### src/rtl/input_vc_buffer.sv
// input_vc_buffer: per-VC circular FIFOs for one router input port.
// All per-VC vectors (grant_in, is_new_flit, credit_out, full_out,
// overflow_err and the slices of flit_out) carry VC 0 in the most
// significant position.
// Optional: define INBUF_OVERFLOW_CHECK_EN to add the sticky overflow_err
// output flagging pushes dropped on a full VC.
`ifndef FLIT_SIZE
`define FLIT_SIZE 32
`endif

module input_vc_buffer #(
  parameter int VC_NUM  = 4,
  parameter int DEPTH   = 4,
  parameter int VC_ID_W = 2
) (
  input  logic                         clk,
  input  logic                         reset,
  input  logic                         flit_valid_in,
  input  logic [VC_ID_W-1:0]           flit_vc_in,
  input  logic [`FLIT_SIZE-1:0]        flit_in,
  input  logic [VC_NUM-1:0]            grant_in,
  output logic [`FLIT_SIZE*VC_NUM-1:0] flit_out,
  output logic [VC_NUM-1:0]            is_new_flit,
  output logic [VC_NUM-1:0]            credit_out,
  output logic [VC_NUM-1:0]            full_out
`ifdef INBUF_OVERFLOW_CHECK_EN
  ,
  output logic [VC_NUM-1:0]            overflow_err
`endif
);

  localparam int FS    = `FLIT_SIZE;
  localparam int PTR_W = $clog2(DEPTH);
  localparam int CNT_W = PTR_W + 1;

  logic [PTR_W-1:0] rd_ptr [VC_NUM];
  logic [PTR_W-1:0] wr_ptr [VC_NUM];
  logic [CNT_W-1:0] count  [VC_NUM];
  logic [FS-1:0]    mem    [VC_NUM][DEPTH];

  // Indexed by VC number (not by vector bit position).
  logic [VC_NUM-1:0] nonempty;
  logic [VC_NUM-1:0] is_full;
  logic [VC_NUM-1:0] push_req;
  logic [VC_NUM-1:0] push_ok;
  logic [VC_NUM-1:0] pop_ok;

  // Per-VC status and push/pop qualification from registered occupancy.
  // Out-of-range VC ids never match a VC, so those flits are discarded.
  always_comb begin
    nonempty = '0;
    is_full  = '0;
    push_req = '0;
    push_ok  = '0;
    pop_ok   = '0;
    for (int unsigned v = 0; v < VC_NUM; v++) begin
      nonempty[v] = (count[v] != '0);
      is_full[v]  = (count[v] == CNT_W'(DEPTH));
      push_req[v] = flit_valid_in && (32'(flit_vc_in) == v);
      pop_ok[v]   = grant_in[VC_NUM-1-v] && nonempty[v];
      // A pop in the same cycle frees the slot, so a full VC still accepts.
      push_ok[v]  = push_req[v] && (!is_full[v] || pop_ok[v]);
    end
  end

  // Map per-VC status onto the VC-0-most-significant output vectors.
  always_comb begin
    is_new_flit = '0;
    full_out    = '0;
    for (int unsigned v = 0; v < VC_NUM; v++) begin
      is_new_flit[VC_NUM-1-v] = nonempty[v];
      full_out[VC_NUM-1-v]    = is_full[v];
    end
  end

  // Head flit of each VC; empty VCs show zero so stale storage stays hidden.
  always_comb begin
    flit_out = '0;
    for (int unsigned v = 0; v < VC_NUM; v++) begin
      if (nonempty[v]) begin
        flit_out[(VC_NUM-1-v)*FS +: FS] = mem[v][rd_ptr[v]];
      end
    end
  end

  // Pointers, occupancy and credit pulses.
  always_ff @(posedge clk) begin
    if (reset) begin
      for (int unsigned v = 0; v < VC_NUM; v++) begin
        rd_ptr[v] <= '0;
        wr_ptr[v] <= '0;
        count[v]  <= '0;
      end
      credit_out <= '0;
    end else begin
      for (int unsigned v = 0; v < VC_NUM; v++) begin
        if (push_ok[v]) begin
          wr_ptr[v] <= wr_ptr[v] + PTR_W'(1);
        end
        if (pop_ok[v]) begin
          rd_ptr[v] <= rd_ptr[v] + PTR_W'(1);
        end
        if (push_ok[v] && !pop_ok[v]) begin
          count[v] <= count[v] + CNT_W'(1);
        end else if (!push_ok[v] && pop_ok[v]) begin
          count[v] <= count[v] - CNT_W'(1);
        end
        credit_out[VC_NUM-1-v] <= pop_ok[v];
      end
    end
  end

  // Flit storage; no reset needed since occupancy gates visibility.
  always_ff @(posedge clk) begin
    for (int unsigned v = 0; v < VC_NUM; v++) begin
      if (push_ok[v]) begin
        mem[v][wr_ptr[v]] <= flit_in;
      end
    end
  end

`ifdef INBUF_OVERFLOW_CHECK_EN
  // Sticky flag per VC for pushes dropped on a full VC.
  always_ff @(posedge clk) begin
    if (reset) begin
      overflow_err <= '0;
    end else begin
      for (int unsigned v = 0; v < VC_NUM; v++) begin
        if (push_req[v] && is_full[v] && !pop_ok[v]) begin
          overflow_err[VC_NUM-1-v] <= 1'b1;
        end
      end
    end
  end
`endif

endmodule

### config.mk
export PLATFORM = sky130hd
export DESIGN_NAME = input_vc_buffer
export DESIGN_NICKNAME = d
export VERILOG_FILES = /design/src/rtl/input_vc_buffer.sv
export SDC_FILE = /design/constraint.sdc
export NUM_CORES = 1
export LEC_CHECK = 0
export BUFFER_PORTS_ARGS = -buffer_cell sky130_fd_sc_hd__buf_2
export CORE_MARGIN = 1
export CORE_UTILIZATION = 48
export CTS_CLUSTER_DIAMETER = 100
export CTS_CLUSTER_SIZE = 10
export DETAILED_ROUTE_END_ITERATION = 7
export PLACE_DENSITY_LB_ADDON = 0.3
export SYNTH_ARGS = -nofsm -noshare
export SYNTH_HDL_FRONTEND = slang
export SYNTH_SLANG_ARGS = --single-unit
### constraint.sdc
create_clock -name clk -period 2.6 [get_ports clk]
set_input_delay 0.52 -clock clk [delete_from_list [all_inputs] [get_ports clk]]
set_output_delay 0.52 -clock clk [all_outputs]
set_load 0.03 [all_outputs]
Word level (Yosys, flattened, before mapping)
Memories as Yosys holds them, arrays and structs flattened.
Index checks and enable logic that the tools add are counted.
W data, S select, Z words.
{"block": "op_classes", "add_sub_neg": 16, "n_lt_le_gt_ge": 12, "eq_ne": 7, "muxes": 107, "n_bitwise": 24, "n_reduce_logical": 48}
{"op": "$mux W128", "n": 10}
{"op": "$mux W32", "n": 16}
{"op": "$reduce_or A128 Y1", "n": 3}
{"op": "$bmux W32 S2", "n": 4}
{"op": "$demux W32 S2", "n": 4}
{"op": "$mux W1", "n": 54}
{"op": "$ge A3 B3 Y1 const B", "n": 8}
{"op": "$logic_and A1 B1 Y1", "n": 24}
{"op": "$mux W3", "n": 8}
{"op": "$not A2 Y3", "n": 8}
{"op": "$mux W2", "n": 11}
{"op": "$add A2 B1 Y2 const B", "n": 8}
{"op": "$or A1 B1 Y1", "n": 16}
{"op": "$add A3 B1 Y3 const B", "n": 4}
{"op": "$eq A3 B3 Y1 const B", "n": 4}
{"op": "$logic_not A1 Y1", "n": 12}
{"op": "$lt A3 B1 Y1 const B", "n": 4}
{"op": "$reduce_bool A3 Y1", "n": 4}
{"op": "$sub A3 B1 Y3 const B", "n": 4}
{"op": "$eq A2 B2 Y1 const B", "n": 2}
{"op": "$logic_or A1 B1 Y1", "n": 4}
{"op": "$eq A2 B1 Y1 const B", "n": 1}
{"op": "$logic_not A2 Y1", "n": 1}
{"block": "totals", "register_bits": 4, "ramBits": 540, "out_inout_bits": 140, "word_cells": 219, "mem_count": 4}
{"name": "mem", "depth": 4, "word_bits": 128, "rd": 4, "rd_clocked_by_memory_dff": 0, "write_ports": 1, "line_no": "39", "source": "logic [FS-1:0] mem [VC_NUM][DEPTH];"}
{"name": "count", "depth": 4, "word_bits": 3, "rd": 4, "rd_clocked_by_memory_dff": 0, "write_ports": 4, "line_no": "38", "source": "logic [CNT_W-1:0] count [VC_NUM];"}
{"name": "rd_ptr", "depth": 4, "word_bits": 2, "rd": 4, "rd_clocked_by_memory_dff": 0, "write_ports": 4, "line_no": "36", "source": "logic [PTR_W-1:0] rd_ptr [VC_NUM];"}
{"name": "wr_ptr", "depth": 4, "word_bits": 2, "rd": 4, "rd_clocked_by_memory_dff": 0, "write_ports": 4, "line_no": "37", "source": "logic [PTR_W-1:0] wr_ptr [VC_NUM];"}

Longest topological paths before layout
{"block": "depth", "ltp_word": 11, "depth_mapped": 10, "mapped_depth_nobuf": 9}

Worst setup path after synthesis
No wires, ideal clock.
{"block": "synth_path", "kind": "register -> register", "startpoint": "memory count[3][0] (netlist bit)", "endpoint": "memory mem[3][0] (netlist bit), enable pin", "arrival_time_ns": 2.176, "required_time_ns": 2.208, "slack_ns": 0.032, "stages_incl_launch_ff": 7, "n_path_buf": 1, "period_less_slack_ns": 2.568, "cell_sequence": "edfxtp_1 -> inv_1 -> ha_1 -> and2_1 -> a21oi_1 -> clkbuf_1 -> and2_1"}
{"item": "start: declaration", "line_no": "38"}
{"item": "end: declaration", "line_no": "39"}

==> metrics.yaml <==
floorplanning:
  die_area_mm2: 0.0455
  dieWidth_um: 213
  die_y_um: 213
  fp.coreArea_mm2: 0.0441
  io_pins: 181
  core.rowCount: 77
  start_util_pct: 48.6
sta:
  skew_ns: 0.0166
  setup_viol: 122
  tns_ns: -9.06
  rsz0062_at_grt: "yes"
  final.period_utilization_pct: 106
  hold_viol: 0
  slew_violations: 0
  post-route-min-period_ns: 2.75
  tightest_slew_ns: 0.557
  fmax_ghz: 0.364
  setup_ws_ns: -0.146
  hold_slack_ns: 0.263
  max_slew_margin_pct: 62.6
critical_path:
  critPathBufInv: 3
  path_delay_family: "buffers and inverters"
  critPathMaxFanout: 5
  worstSetupEndpointType: "output port"
  slowest_stage: "mux4_2"
  required_ns: 2.08
  rrSetupSlack_ns: 0.29
  path_cells: "buf_6 > clkbuf_16 > mux4_2 > and2_4 > buf_6"
  path_class: "reg2out"
  startpoint_type: "flip-flop"
  crit_arrival_ns: 2.23
  cpMostUsedCell: "buf_6"
  critPathMaxStageDelay_ns: 0.51
status:
  status: "finished with violations"
  violations: "negative setup slack"
hold_path:
  hp-class: "in2reg"
placed_design:
  hpwl_mm: 27.6
  gp_congestion: 0.724
  dp_slack_ns: 0.274
  io_buffer_count: 180
detailed_routing:
  drt_first_pass_iters: 5
  drt_wl_total_mm: 49.2
  num_vias: 10755
  drtIter0Drc: 871
  via_per_inst: 5.65
  wire_per_inst_um: 25.9
  antenna_left: 0
  drc_errors: 0
cells_and_area:
  fillCellCount: 3206
  multiInputGateArea_mm2: 0.00507
  seq_area_mm2: 0.0163
  nets: 1363
  fin_util_pct: 59.9
  drive_gt1_share_pct: 43.2
  synthToLayoutAreaGrowth_pct: 23.3
  antennaDiodeCount: 0
global_routing:
  antenna_found_initial: 0
  grt_max_degree: 35
  track_usage_pct: 22.0
  overflow: 0
  first_global_vias: 10678
  grt_pass1_wl_mm: 70.3
clock_network:
  h-tree-depth: 2
  clk_pin_slew_worst_paths_ns: 0.06
  cts_tree: "done"
  cts-root-buf: "clkbuf_16"
  insertion_delay_ns: 0.60
  numCtsBuffers: 60
  clock_path_buffers: 3
  cts.sinks: 544
pwr:
  leakage_nw: 9.08
  peakVddDrop_v: 0.000531
  power.density_mw_per_mm2: 828
  power_w: 0.0219
synthesis:
  yosysSeqAreaShare_pct: 76.0
  netlist_area_mm2: 0.0214
  ys_seq_elements: 544
  synth.distinct_cells: 41
  avgSynthCellArea_um2: 20.7
  synth_nets: 1100
  ys_warn_count: 0
  synth_cells: 1037
job:
  drv_cap: 0
==> worst paths after layout <==
path	startpoint	endpoint	cells after the start
hold reg to reg	count[3][0]	count[3][0]	1
hold / removal	grant_in[3]	credit_out[3]	3
setup / recovery	rd_ptr[1][0]	flit_out[75]	5
setup reg to reg	count[1][1]	count[1][2]	9
==> cells in the final DEF (no fill, tap or decap), types with 11 or more instances in the layout <==
| cell | n |
|---|---|
| edfxtp_1 | 540 |
| mux4_2 | 128 |
| and2_4 | 92 |
| buf_6 | 91 |
| buf_2 | 86 |
| clkbuf_16 | 64 |
| buf_4 | 40 |
| and2_1 | 37 |
| buf_12 | 28 |
| inv_1 | 24 |
| ha_1 | 19 |
| and2_2 | 16 |
| nor2_1 | 15 |
| nor3_1 | 12 |
| nand2_1 | 11 |
| clkbuf_1 | 11 |
==> synth_stat cells <==
library cell | count | area (um^2)
nor2_1 | 15 | 56.3
a311oi_1 | 1 | 8.76
nor3_1 | 12 | 60.1
a2111oi_0 | 2 | 17.5
mux4_2 | 128 | 2880
a211oi_1 | 2 | 15.0
or2_1 | 1 | 6.26
xor2_1 | 1 | 8.76
o21bai_1 | 2 | 15.0
a21oi_1 | 5 | 25.0
and3b_1 | 3 | 26.3
nor3b_2 | 1 | 12.5
a31oi_1 | 4 | 25.0
or2_2 | 4 | 25.0
clkbuf_1 | 39 | 146
xnor2_1 | 4 | 35.0
nand2_1 | 11 | 41.3
and2_1 | 145 | 907
nor4b_1 | 1 | 8.76
or3_1 | 4 | 25.0
or3b_4 | 1 | 11.3
o31ai_1 | 3 | 22.5
nor4_1 | 1 | 6.26
nor3b_1 | 4 | 30.0
fa_1 | 3 | 60.1
dfxtp_1 | 4 | 80.1
ha_1 | 19 | 238
mux2i_1 | 2 | 20.0
and3_1 | 1 | 6.26
a32oi_1 | 2 | 17.5
or3b_1 | 1 | 8.76
nand2b_1 | 8 | 50.1
edfxtp_1 | 540 | 16200
or4_1 | 1 | 7.51
o21a_1 | 5 | 37.5
nand3b_1 | 4 | 30.0
buf_2 | 18 | 90.1
nand3_1 | 5 | 25.0
inv_1 | 24 | 90.1
and3b_2 | 1 | 10.0
o21ai_0 | 5 | 25.0
==> logic make-up after synthesis <==
group / count (synthesis) / synth area share [%]
flops: 544 / 76.0
compound gates: 31 / 0.975
fa+ha+maj: 22 / 1.39
buf+inv: 81 / 1.52
xor+xnor: 5 / 0.204
mux: 130 / 13.5
simple gates: 224 / 6.32
==> power breakdown <==
| group | total [W] | switching (W) | internal, W |
|---|---|---|---|
| registers | 0.00993 | 0.0000833 | 0.00985 |
| clock network | 0.00720 | 0.00305 | 0.00415 |
| logic | 0.00476 | 0.00262 | 0.00214 |
==> flip-flops by register name, summed over array words and instances (netlist names) <==
| register | count |
|---|---|
| mem | 512 |
| count | 12 |
| rd_ptr | 8 |
| wr_ptr | 8 |
| credit_out | 4 |
==> layer usage <==
metal	global-route usage [%]	vias up	wire, um
met2	35.2	381	24400
met5	0	-	0
li1	-	4637	-
met4	7.22	0	1200
met1	30.8	5657	20500
met3	3.71	80	3180
==> worst register-to-register path, cell delays in order, from the launching register on <==
cell,delay [ns]
edfxtp_1,0.45
or3_1,0.45
nand2_1,0.16
nor2_1,0.07
nand2_1,0.10
fa_1,0.21
inv_1,0.06
a2111oi_0,0.34
a31oi_1,0.07
a211oi_1,0.23
==> stage by stage <==
step | instances | area, um^2
global placement | 1800 | 23500
global route | 1905 | 26400
detailed placement | 1800 | 23500
floorplan | 1037 | 21400
CTS | 1903 | 26100
finish | 1905 | 26400
==> area by class of cell <==
cell class / count / share of cell area, %
Sequential cell: 544 / 61.7
Tap cell: 592 / 2.80
Multi-Input combinational cell: 412 / 19.2
Timing Repair Buffer: 258 / 9.99
Inverter: 24 / 0.341
Clock inverter: 3 / 0.0994
Clock buffer: 72 / 5.93
==> timing repair <==
item	in CTS	in global routing
setup endpoints to repair	129	128
cloned	12	3
pin swaps	1	1
hold buffers	0	0
gates resized for setup	200	120
setup buffers	16	4
Note: power is estimated with default switching activity, not from simulation.
